`config.mk`:
```
export PLATFORM = sky130hd
export DESIGN_NAME = mode_select_display
export DESIGN_NICKNAME = d
export VERILOG_FILES = /design/src/rtl/mode_pkg.sv /design/src/rtl/btn_debounce.sv /design/src/rtl/mode_select_display.sv
export SDC_FILE = /design/constraint.sdc
export NUM_CORES = 1
export LEC_CHECK = 0
export CORE_UTILIZATION = 60
export DETAILED_ROUTE_END_ITERATION = 7
export GPL_TIMING_DRIVEN = 0
export HOLD_SLACK_MARGIN = 0.02
export PLACE_DENSITY = 0.79
export SYNTH_ARGS = -nofsm -noshare
export SYNTH_HDL_FRONTEND = slang
export SYNTH_SLANG_ARGS = --single-unit
```
`constraint.sdc`:
```
create_clock -name clk -period 2.5 [get_ports clk]
set_clock_uncertainty 0.1 [all_clocks]
set_input_delay 0.5 -clock clk [delete_from_list [all_inputs] [get_ports clk]]
set_output_delay 0.5 -clock clk [all_outputs]
set_load 0.05 [all_outputs]
```
`src/rtl/mode_pkg.sv`:
```
// Shared definitions for the mode selector: FSM states, segment patterns and mode width.
package mode_pkg;

   typedef enum logic [0:0] {
      StSelect = 1'b0,
      StLocked = 1'b1
   } state_e;

   localparam logic [6:0] SegBlank = 7'h00;
   localparam logic [6:0] SegDig0  = 7'h3F;
   localparam logic [6:0] SegDig1  = 7'h06;
   localparam logic [6:0] SegDig2  = 7'h5B;
   localparam logic [6:0] SegDig3  = 7'h4F;
   localparam logic [6:0] SegDig4  = 7'h66;
   localparam logic [6:0] SegDig5  = 7'h6D;
   localparam logic [6:0] SegDig6  = 7'h7D;
   localparam logic [6:0] SegDig7  = 7'h07;

   // Width of the mode register; never narrower than one bit.
   function automatic int unsigned mode_w(input int unsigned n);
      return (n <= 2) ? 1 : $clog2(n);
   endfunction

   // Seven-segment pattern for a digit, seg[0]=a ... seg[6]=g.
   function automatic logic [6:0] seg_digit(input logic [2:0] d);
      logic [6:0] s;
      unique case (d)
         3'd0:    s = SegDig0;
         3'd1:    s = SegDig1;
         3'd2:    s = SegDig2;
         3'd3:    s = SegDig3;
         3'd4:    s = SegDig4;
         3'd5:    s = SegDig5;
         3'd6:    s = SegDig6;
         default: s = SegDig7;
      endcase
      return s;
   endfunction

endpackage

```
`src/rtl/btn_debounce.sv`:
```
// Button conditioner: 2-flop synchronizer, counting debouncer and rising-edge press pulse.
module btn_debounce #(
   parameter int unsigned DEBOUNCE_CYCLES = 250000
) (
   input  logic clk,
   input  logic rst_n,
   input  logic btn_i,
   output logic press_o
);

   localparam int unsigned CntW = $clog2(DEBOUNCE_CYCLES + 1);
   localparam logic [CntW-1:0] CntLast = CntW'(DEBOUNCE_CYCLES - 1);

   logic            sync1_q, sync2_q;
   logic            level_q, level_d;
   logic [CntW-1:0] cnt_q, cnt_d;
   logic            press_q, press_d;

   // Count consecutive cycles the synchronized level disagrees with the accepted level.
   always_comb begin
      level_d = level_q;
      cnt_d   = '0;
      press_d = 1'b0;
      if (sync2_q != level_q) begin
         if (cnt_q == CntLast) begin
            level_d = sync2_q;
            press_d = sync2_q;  // pulse only on the accepted 0->1 change
         end else begin
            cnt_d = cnt_q + CntW'(1);
         end
      end
   end

   // Synchronizer, debounce and pulse state.
   always_ff @(posedge clk or negedge rst_n) begin
      if (!rst_n) begin
         sync1_q <= 1'b0;
         sync2_q <= 1'b0;
         level_q <= 1'b0;
         cnt_q   <= '0;
         press_q <= 1'b0;
      end else begin
         sync1_q <= btn_i;
         sync2_q <= sync1_q;
         level_q <= level_d;
         cnt_q   <= cnt_d;
         press_q <= press_d;
      end
   end

   assign press_o = press_q;

endmodule

```
`src/rtl/mode_select_display.sv`:
```
// Game-mode selector: two debounced buttons step and lock a mode shown on a blinking 7-seg digit.
module mode_select_display
   import mode_pkg::*;
#(
   parameter int unsigned N_MODES         = 4,
   parameter int unsigned DEBOUNCE_CYCLES = 250000,
   parameter int unsigned BLINK_CYCLES    = 12500000
) (
   input  logic                        clk,
   input  logic                        rst_n,
   input  logic                        btn_next,
   input  logic                        btn_confirm,
   input  logic                        game_over,
   output logic [mode_w(N_MODES)-1:0]  mode,
   output logic                        locked,
   output logic [6:0]                  seg
);

   localparam int unsigned ModeW  = mode_w(N_MODES);
   localparam int unsigned BlinkW = $clog2(BLINK_CYCLES + 1);
   localparam logic [ModeW-1:0]  ModeLast  = ModeW'(N_MODES - 1);
   localparam logic [BlinkW-1:0] BlinkLast = BlinkW'(BLINK_CYCLES - 1);

   logic next_p, confirm_p;

   btn_debounce #(
      .DEBOUNCE_CYCLES (DEBOUNCE_CYCLES)
   ) u_db_next (
      .clk     (clk),
      .rst_n   (rst_n),
      .btn_i   (btn_next),
      .press_o (next_p)
   );

   btn_debounce #(
      .DEBOUNCE_CYCLES (DEBOUNCE_CYCLES)
   ) u_db_confirm (
      .clk     (clk),
      .rst_n   (rst_n),
      .btn_i   (btn_confirm),
      .press_o (confirm_p)
   );

   state_e            state_q, state_d;
   logic [ModeW-1:0]  mode_q, mode_d;
   logic [BlinkW-1:0] blink_cnt_q, blink_cnt_d;
   logic              blink_on_q, blink_on_d;
   logic              locked_q;
   logic [6:0]        seg_q, seg_d;

   // Next-state: confirm beats next; any mode change or return to select restarts the blink.
   always_comb begin
      state_d     = state_q;
      mode_d      = mode_q;
      blink_cnt_d = blink_cnt_q;
      blink_on_d  = blink_on_q;
      unique case (state_q)
         StSelect: begin
            if (confirm_p) begin
               state_d = StLocked;
            end else if (next_p) begin
               mode_d      = (mode_q == ModeLast) ? '0 : mode_q + ModeW'(1);
               blink_cnt_d = '0;
               blink_on_d  = 1'b1;
            end else if (blink_cnt_q == BlinkLast) begin
               blink_cnt_d = '0;
               blink_on_d  = ~blink_on_q;
            end else begin
               blink_cnt_d = blink_cnt_q + BlinkW'(1);
            end
         end
         StLocked: begin
            if (game_over) begin
               state_d     = StSelect;
               blink_cnt_d = '0;
               blink_on_d  = 1'b1;
            end
         end
         default: state_d = StSelect;
      endcase
      seg_d = (state_d == StLocked || blink_on_d) ? seg_digit(3'(mode_d)) : SegBlank;
   end

   // FSM, blink timer and registered outputs.
   always_ff @(posedge clk or negedge rst_n) begin
      if (!rst_n) begin
         state_q     <= StSelect;
         mode_q      <= '0;
         blink_cnt_q <= '0;
         blink_on_q  <= 1'b1;
         locked_q    <= 1'b0;
         seg_q       <= SegBlank;
      end else begin
         state_q     <= state_d;
         mode_q      <= mode_d;
         blink_cnt_q <= blink_cnt_d;
         blink_on_q  <= blink_on_d;
         locked_q    <= (state_d == StLocked);
         seg_q       <= seg_d;
      end
   end

   assign mode   = mode_q;
   assign locked = locked_q;
   assign seg    = seg_q;

endmodule

```
Word-level counts from Yosys, hierarchy flattened
Index checks and enable logic that the tools add are counted.
{"block": "totals", "ramBits": 0, "memories": 0, "word_cells": 64, "rom_bits": 0, "out_inout_bits": 10, "latchBits": 0, "ff_bits": 79, "input_bits": 5}
{"block": "op_classes", "div": 0, "n_mux": 27, "n_addsub": 4, "n_lt_le_gt_ge": 0, "multipliers": 0, "n_reduce_logical": 5, "n_bitwise": 2, "n_eq_ne": 11, "shifts": 0}
{"cell": "two-way mux 24 bit", "count": 4}
{"cell": "two-way mux 18 bit", "count": 4}
{"cell": "one-hot mux 24 bit (2 select lines)", "count": 1}
{"cell": "adder 18 x 1 -> 18 bit (second input constant)", "count": 2}
{"cell": "equality test 18 bit (second input constant)", "count": 2}
{"cell": "one-hot mux 7 bit (4 select lines)", "count": 1}
{"cell": "adder 24 x 1 -> 24 bit (second input constant)", "count": 1}
{"cell": "equality test 24 bit (second input constant)", "count": 1}
{"cell": "two-way mux 1 bit", "count": 10}
{"cell": "two-way mux 2 bit", "count": 4}
{"cell": "two-way mux 7 bit", "count": 1}
{"cell": "equality test 2 bit (second input constant)", "count": 3}
{"cell": "AND reduction 2 bit", "count": 3}
{"cell": "inequality test 2 bit (second input constant)", "count": 2}
{"cell": "one-hot mux 1 bit (2 select lines)", "count": 2}
{"cell": "adder 2 x 1 -> 2 bit (second input constant)", "count": 1}
{"cell": "equality test 2 x 1 -> 1 bit (second input constant)", "count": 1}
{"cell": "logical NOT 2 bit", "count": 1}
{"cell": "inequality test 1 bit", "count": 2}
{"cell": "NOT 1 bit", "count": 2}
{"cell": "logical OR 1 bit", "count": 1}

Logic depth before layout (Yosys ltp)
Gate-level depths: netlist of run 1.
{"block": "depth", "depth_word": 8, "mapped_depth": 8, "mapped_depth_nobuf": 6}

By module
A second synthesis of run 1 with hierarchy kept.
{"block": "hier_totals", "cells_unflattened": 394, "hier_area_um2": 3953.8}
{"module": "btn_debounce", "seq_area_each_um2": 550.5, "area_per_inst_um2": 1059.8, "n_inst": 2, "cells_per_inst": 100}
{"module": "mode_select_display", "seq_area_each_um2": 852.1, "area_per_inst_um2": 1834.3, "n_inst": 1, "cells_per_inst": 194}

Worst setup path before layout of run 1
No wires, ideal clock.
{"block": "synth_path", "path_type": "register -> register", "from": "register blink_cnt_q[0]", "to": "register blink_cnt_q[20]", "period_less_slack_ps": 1956, "n_path_buf": 1, "path_stages_with_launch": 8, "setup_time_ps": 79, "arrival_ps": 1777, "slack_ps": 544, "required_time_ps": 2321, "path_cell_list": "dfrtp_1 > ha_1 > and4_1 > and4_1 > buf_4 > a21bo_2 > or3_1 > mux2i_1"}
{"block": "synth_via", "elab_chain_cells": 5, "elab_cells_between_ends": 6, "classes_between": "1 x add/sub; 1 x eq/ne; 4 x mux"}
{"element": "start, declared", "line": "mode_select_display.sv:46", "rtl": "logic [BlinkW-1:0] blink_cnt_q, blink_cnt_d;"}
{"element": "start signal, assigned", "line": "mode_select_display.sv:96", "rtl": "blink_cnt_q <= blink_cnt_d;"}
{"element": "adder 24 x 1 -> 24 bit or equality test 24 bit (tied branches)", "line": "mode_select_display.sv:69, mode_select_display.sv:65"}
{"element": "two-way mux 24 bit *", "line": "mode_select_display.sv:65", "rtl": "end else if (blink_cnt_q == BlinkLast) begin"}
{"element": "two-way mux 24 bit *", "line": "mode_select_display.sv:61", "rtl": "end else if (next_p) begin"}
{"element": "two-way mux 24 bit *", "line": "mode_select_display.sv:59", "rtl": "if (confirm_p) begin"}
{"element": "one-hot mux 24 bit (2 select lines) *", "line": "mode_select_display.sv:57", "rtl": "unique case (state_q)"}
Mark *: on every way between the ends. The rest lies on a longest branch, timed or not. The select of a mux whose other input is x is not followed.
A chain may end at the register's enable or synchronous reset.

Worst setup path in the final report of run 1
{"block": "layout_path", "from": "register locked_q (netlist: locked)", "to": "output port locked"}
{"element": "start, declared", "line": "mode_select_display.sv:48", "rtl": "logic locked_q;"}
{"element": "start signal, assigned", "line": "mode_select_display.sv:98", "rtl": "locked_q <= (state_d == StLocked);"}
{"element": "end, declared", "line": "mode_select_display.sv:15", "rtl": "output logic locked,"}
No word-level cell between the ends.

==> results of run 1 <==
-- registers in the layout, summed over array words and instances (netlist names) --
| name | flops |
|---|---|
| blink_cnt_q | 24 |
| blink_on_q | 1 |
| locked | 1 |
| mode | 2 |
| seg | 6 |
| u_db_confirm.cnt_q | 18 |
| u_db_confirm.level_q | 1 |
| u_db_confirm.press_o | 1 |
| u_db_confirm.sync1_q | 1 |
| u_db_confirm.sync2_q | 1 |
| u_db_next.cnt_q | 18 |
| u_db_next.level_q | 1 |
| u_db_next.press_o | 1 |
| u_db_next.sync1_q | 1 |
| u_db_next.sync2_q | 1 |
-- routing by layer --
| layer | vias up | GRT usage | routed length (um) |
|---|---|---|---|
| li1 | 1401 | - | - |
| met4 | 0 | 0.09123 | 83 |
| met1 | 1406 | 0.3432 | 3537 |
| met5 | - | 0 | 0 |
| met3 | 8 | 0.03333 | 294 |
| met2 | 71 | 0.3876 | 3454 |
-- worst paths after layout --
path                                         end  slack, ps  cells after the start
setup / recovery                          locked        210                      1
hold / removal                 u_db_next.sync2_q        250                      0
setup reg to reg                 blink_cnt_q[17]        260                      8
hold reg to reg                u_db_next.sync2_q        250                      0
max in group asynchronous  u_db_confirm.cnt_q[8]       1190                      3
min in group asynchronous        blink_cnt_q[16]        530                      2
-- cell usage in the layout (no fill, tap or decap), drive strengths merged, types with 14 or more instances in the layout --
cell	synthesis	routed
nor2	53	53
dfrtp	77	77
and3	15	15
nand3	22	22
nand2	30	30
xnor2	20	20
xor2	14	14
a31oi	14	14
clkbuf	6	18
-- power breakdown --
group	internal (mW)	switching, mW	total (mW)
Clock	0.587	0.436	1.02
Combinational	0.139	0.192	0.331
Sequential	1.36	0.124	1.48
Total	2.08	0.752	2.84
-- cells by family after synthesis --
kind of cell             after synthesis
AND/OR/NAND/NOR                      174
AO/OA/AOI/OAI                         61
XOR/XNOR                              34
adder cells (fa/ha/maj)                4
flip-flops                            78
multiplexers                           5
buffers and inverters                 22
-- cell type report --
class,instances,area (um2),area share
Inverter,9,33.78,0.007867
Timing Repair Buffer,16,167.7,0.03904
Clock buffer,12,145.1,0.03380
Multi-Input combinational cell,278,1755,0.4088
Buffer,13,76.32,0.01777
Clock inverter,3,68.82,0.01603
Tap cell,75,93.84,0.02185
Sequential cell,78,1953,0.4548
==> flow_metrics.tcl, run 1 <==
set metrics [dict create \
    via_count 2886 \
    synth_compound_gate_area_share 0.1088 \
    finish.utilization 0.7126 \
    p_total_mw 2.837 \
    post_synth_fa_ha_maj_area_fraction 0.01311 \
    cts_inserted_buffers 9 \
    path_max_fanout 8 \
    period_minus_slack_ps 2288 \
    initialDrtViolationCount 202 \
    total_leakage_power_nw 1.876 \
    die-area_um2 6687 \
    clk-insertion-delay-late_ps 350 \
    largest_family_of_logic_cells_by_synthesized_area "simple AND/OR/NAND/NOR gates" \
    synth_area_um2 3819 \
    postCtsSetupRepairBufs 0 \
    share_of_the_yosys_chip_area_belonging_to_registers 0.5115 \
    port_buffers 14 \
    timing.setup.critical_path_class "reg2out" \
    holdCritStartpoint "u_db_next.sync1_q" \
    final.hold.worst_slack_ps 250.5 \
    design.final.nets 414 \
    max-clock-path-buffers 2 \
    stdcell_area_um2 4294 \
    netlist.top_cell.by_area "dfrtp_1" \
    syn_avg_cell_area_um2 10.10 \
    grt_antenna_before_repair 0 \
    worst-slew-pin-transition_ps 560.3 \
    synth_flop_cell "dfrtp_1" \
    critical_path.slowest_cell "clkdlybuf4s50_1" \
    synthCells 378 \
    worstPathCellList "clkdlybuf4s50_1" \
    placedCellCount 468 \
    post_synthesis_share_of_cell_area_spent_on_xor_and_xnor_gates 0.07798 \
    critical_path.max_stage_delay_ps 850 \
    post-route-period-util 0.9153 \
    design.portCount 15 \
    grt.overflow.total 0 \
    grt_pass1_wl_um 12380 \
    layout.cells.non_filler 484 \
    timing_hold_violations_final 0 \
    critPathBufInv 1 \
    final_antenna_net_count 0 \
    grt_util_all_layers 0.2446 \
    top_post_synthesis_cells_by_area "dfrtp_1 50%, nor2_1 5.2%, xnor2_1 4.6%" \
    synth.cells.most_frequent "77 x dfrtp_1, 53 x nor2_1, 29 x nand2_1" \
    final_critical_path_setup_slack_ps 211.7 \
    setup.worst_path.end_class "output port" \
    post_synth_and_or_nand_nor_area_fraction 0.2448 \
    setup_total_negative_slack_ps 0 \
    vias_in_the_first_global_route 2725 \
    muxShareOfSynthArea 0.01507 \
    critical_path_required_ps 1900 \
    maximum_ir_drop_on_the_vdd_rail_v 0.0004648 \
    hold_class "reg2reg" \
    final_weighted_congestion_of_routability_driven_global_placement 0.7805 \
    drt-vias-per-instance 5.963 \
    floorplan.rows 28 \
    setup_viol_count_final 0 \
    design.core.area_um2 6026 \
    tritoncts "yes" \
    syn_to_final_growth_pct 12.45 \
    synth_cell_types 55 \
    grt_start_max_net_pins 45 \
    first_pass_iters 4 \
    yosys.cell_count.top_type "dfrtp_1" \
    result_of_the_run "completed" \
    post-route-drc-count 0 \
    data_arrival_time_at_the_worst_slack_endpoint_ps 1690 \
    synth_top_cell_area_share 0.5046 \
    detailed_place_hpwl_um 5045 \
    insertedDiodeCount 0 \
    worst_setup_path_start_kind "register" \
    chipWidth_um 81.78 \
    cts_repair_resize_count 0 \
    route.detailed.wl_per_inst_um 15.23 \
    kind_of_cell_adding_the_most_delay_to_the_critical_path "buffers and inverters" \
    top_achievable_clock_speed_ghz 0.4370 \
    power-per-cell-area_nw_per_um2 660.6 \
    synthesis.nets 387 \
    ctsRootBufferMaster "clkbuf_8" \
    floorplan.initialDensity 0.6337 \
    die_height_um 81.78 \
    cts.clk_slew.worst_paths_ps 70 \
    dpl-instance-area_um2 4070 \
    yosysWarnings 0 \
    place_worst_setup_slack_ps 302.8 \
    postRouteWirelength_um 7369 \
    drv_cap 0 \
    number_of_levels_the_h_tree_was_split_into 3 \
    edff_count_synth 0 \
    grt_setup_unrepaired "no" \
    clock_sink_count 78 \
    async_reset_ff_frac 1.000 \
    setup.worst_path.start "locked" \
    relSlewSlack 0.6245 \
    synth-seq-cells 78 \
    fillers 437 \
    crit-reg2reg-launch "blink_cnt_q[0]" \
    maxSlewViolCount 0 \
    drive_above_1_share 0.1002 \
    cts_hold_bufs 1 \
]
(Power assumes the default switching activity.)
==> run 2: changes to the inputs <==
--- a/config.mk
+++ b/config.mk
@@ -10,6 +10,7 @@
 export GPL_TIMING_DRIVEN = 0
 export HOLD_SLACK_MARGIN = 0.02
 export PLACE_DENSITY = 0.79
+export SKIP_CTS_REPAIR_TIMING = 1
 export SYNTH_ARGS = -nofsm -noshare
 export SYNTH_HDL_FRONTEND = slang
 export SYNTH_SLANG_ARGS = --single-unit
==> run 2 against run 1 <==
The run now ends with hold timing left. Power about the same. Combinational power about the same. Maximum frequency decreased by 0.11%. Hold slack got worse by 270 ps. Final cell count decreased by 0.21%. Global-route usage unchanged. Clock-buffer cell count unchanged. Critical path type unchanged. Critical endpoint unchanged. Largest cell class unchanged.
==> flow_metrics.tcl, run 2 (synthesis gave the netlist of run 1 again) <==
set metrics [dict create \
    critical_path.slowest_cell "clkdlybuf4s50_1" \
    maxSlewViolCount 0 \
    max-clock-path-buffers 2 \
    regMostFlops "blink_cnt_q" \
    fillers 438 \
    worst_setup_path_start_kind "register" \
    timing.reg2reg.worst_path_depth 8 \
    wl_met2_um 3429 \
    result_of_the_run "finished, violations left" \
    route.detailed.wl_per_inst_um 15.22 \
    final_weighted_congestion_of_routability_driven_global_placement 0.7805 \
    insertedDiodeCount 0 \
    timing_hold_violations_final 4 \
    m1WireLength_um 3547 \
    final_cell_mix "77 x dfrtp_1, 53 x nor2_1, 29 x nand2_1" \
    place_worst_setup_slack_ps 302.8 \
    power-per-cell-area_nw_per_um2 662.8 \
    drv_cap 0 \
    via_count 2911 \
    largest_register_ff_count 24 \
    setup.worst_path.end_class "output port" \
    period_minus_slack_ps 2291 \
    maximum_ir_drop_on_the_vdd_rail_v 0.0004648 \
    dpl-instance-area_um2 4070 \
    data_arrival_time_at_the_worst_slack_endpoint_ps 1690 \
    die-area_um2 6687 \
    worstPathCellList "clkdlybuf4s50_1" \
    final_critical_path_setup_slack_ps 209.2 \
    first_pass_iters 5 \
    worstSetupPathDepth 1 \
    tritoncts "yes" \
    path_max_fanout 8 \
    drive_above_1_share 0.1005 \
    met3_length_um 282 \
    failed_checks "hold timing" \
    grt_util_all_layers 0.2446 \
    timing.setup.critical_path_class "reg2out" \
    clock_sink_count 78 \
    critical_path.max_stage_delay_ps 850 \
    critical_path_required_ps 1900 \
    total_leakage_power_nw 1.872 \
    post-route-drc-count 0 \
    final_antenna_net_count 0 \
    die_height_um 81.78 \
    grt_start_max_net_pins 45 \
    post-route-period-util 0.9163 \
    number_of_levels_the_h_tree_was_split_into 3 \
    seq_area_um2 1953 \
    grt.overflow.total 0 \
    critPathBufInv 1 \
    syn_to_final_growth_pct 12.19 \
    design.core.area_um2 6026 \
    floorplan.rows 28 \
    chipWidth_um 81.78 \
    cts_inserted_buffers 9 \
    hold_class "in2async" \
    port_buffers 14 \
    kind_of_cell_adding_the_most_delay_to_the_critical_path "buffers and inverters" \
    setup_viol_count_final 0 \
    layout_commonest_cell "dfrtp_1" \
    design.portCount 15 \
    worst-slew-pin-transition_ps 559.5 \
    drt-vias-per-instance 6.027 \
    relSlewSlack 0.6250 \
    cts.clk_slew.worst_paths_ps 80 \
    reg.largest.list "blink_cnt_q x24, u_db_confirm.cnt_q x18, u_db_next.cnt_q x18" \
    postRouteWirelength_um 7350 \
    grt_pass1_wl_um 12380 \
    stdcell_area_um2 4284 \
    clk-insertion-delay-late_ps 350 \
    multiInputGateArea_um2 1755 \
    detailed_place_hpwl_um 5045 \
    top_layer "met4" \
    vias_in_the_first_global_route 2725 \
    top_achievable_clock_speed_ghz 0.4365 \
    grt_antenna_before_repair 0 \
    initialDrtViolationCount 203 \
    floorplan.initialDensity 0.6337 \
    design.final.nets 413 \
    final.hold.worst_slack_ps -16.38 \
    ctsRootBufferMaster "clkbuf_8" \
    grt_setup_unrepaired "no" \
]
run 2: cell count changes in the layout (fill, tap and decap cells not counted), sizes merged:
cell and delta:
dlygate4sd3 -1
run 2: power breakdown:
group	internal, mW	switching, mW
clock	0.587	0.438
combinational	0.138	0.191
sequential	1.36	0.127
run 2: final cells by class:
class                           count  area share
Clock buffer                       12     0.03388
Buffer                             13     0.01782
Tap cell                           75     0.02190
Inverter                            9    0.007886
Multi-Input combinational cell    278      0.4098
Timing Repair Buffer               15     0.03680
Clock inverter                      3     0.01606
Sequential cell                    78      0.4559
run 2: per-layer routing:
metal  up-vias  global-route usage
met1      1427              0.3432
met3         9             0.03333
li1       1400                   -
met2        75              0.3876
met4         0             0.09123
met5         -                   0
run 2: worst paths after layout:
path / to / startpoint / slack (ps)
worst max-delay path: locked / locked / 210
worst min-delay path: blink_cnt_q[16] / rst_n / -20
worst max register to register: blink_cnt_q[17] / blink_cnt_q[0] / 260
worst min register to register: u_db_next.sync2_q / u_db_next.sync1_q / 250
max in group asynchronous: u_db_confirm.cnt_q[8] / rst_n / 1740
min in group clk: u_db_next.sync2_q / u_db_next.sync1_q / 250
run 2: stage by stage:
stage	utilization	setup TNS [ps]	total power [mW]	cells	hold slack, ps
6_report	0.7110	0	2.840	483	-16.38
5_1_grt	0.7110	0	2.973	483	24.61
4_1_cts	0.7110	0	2.846	483	4.528
3_5_place_dp	0.6755	0	1.828	468	236.2
3_3_place_gp	0.6726	-141560	1.808	467	233.4
2_1_floorplan	-	0	1.708	378	104.4
==> run 3: changes to the inputs <==
--- a/config.mk
+++ b/config.mk
@@ -7,6 +7,7 @@
 export LEC_CHECK = 0
 export CORE_UTILIZATION = 60
 export DETAILED_ROUTE_END_ITERATION = 7
+export GPL_ROUTABILITY_DRIVEN = 0
 export GPL_TIMING_DRIVEN = 0
 export HOLD_SLACK_MARGIN = 0.02
 export PLACE_DENSITY = 0.79
==> results of run 3 <==
No change in the layout: final DEF, timing and power equal those of run 2.
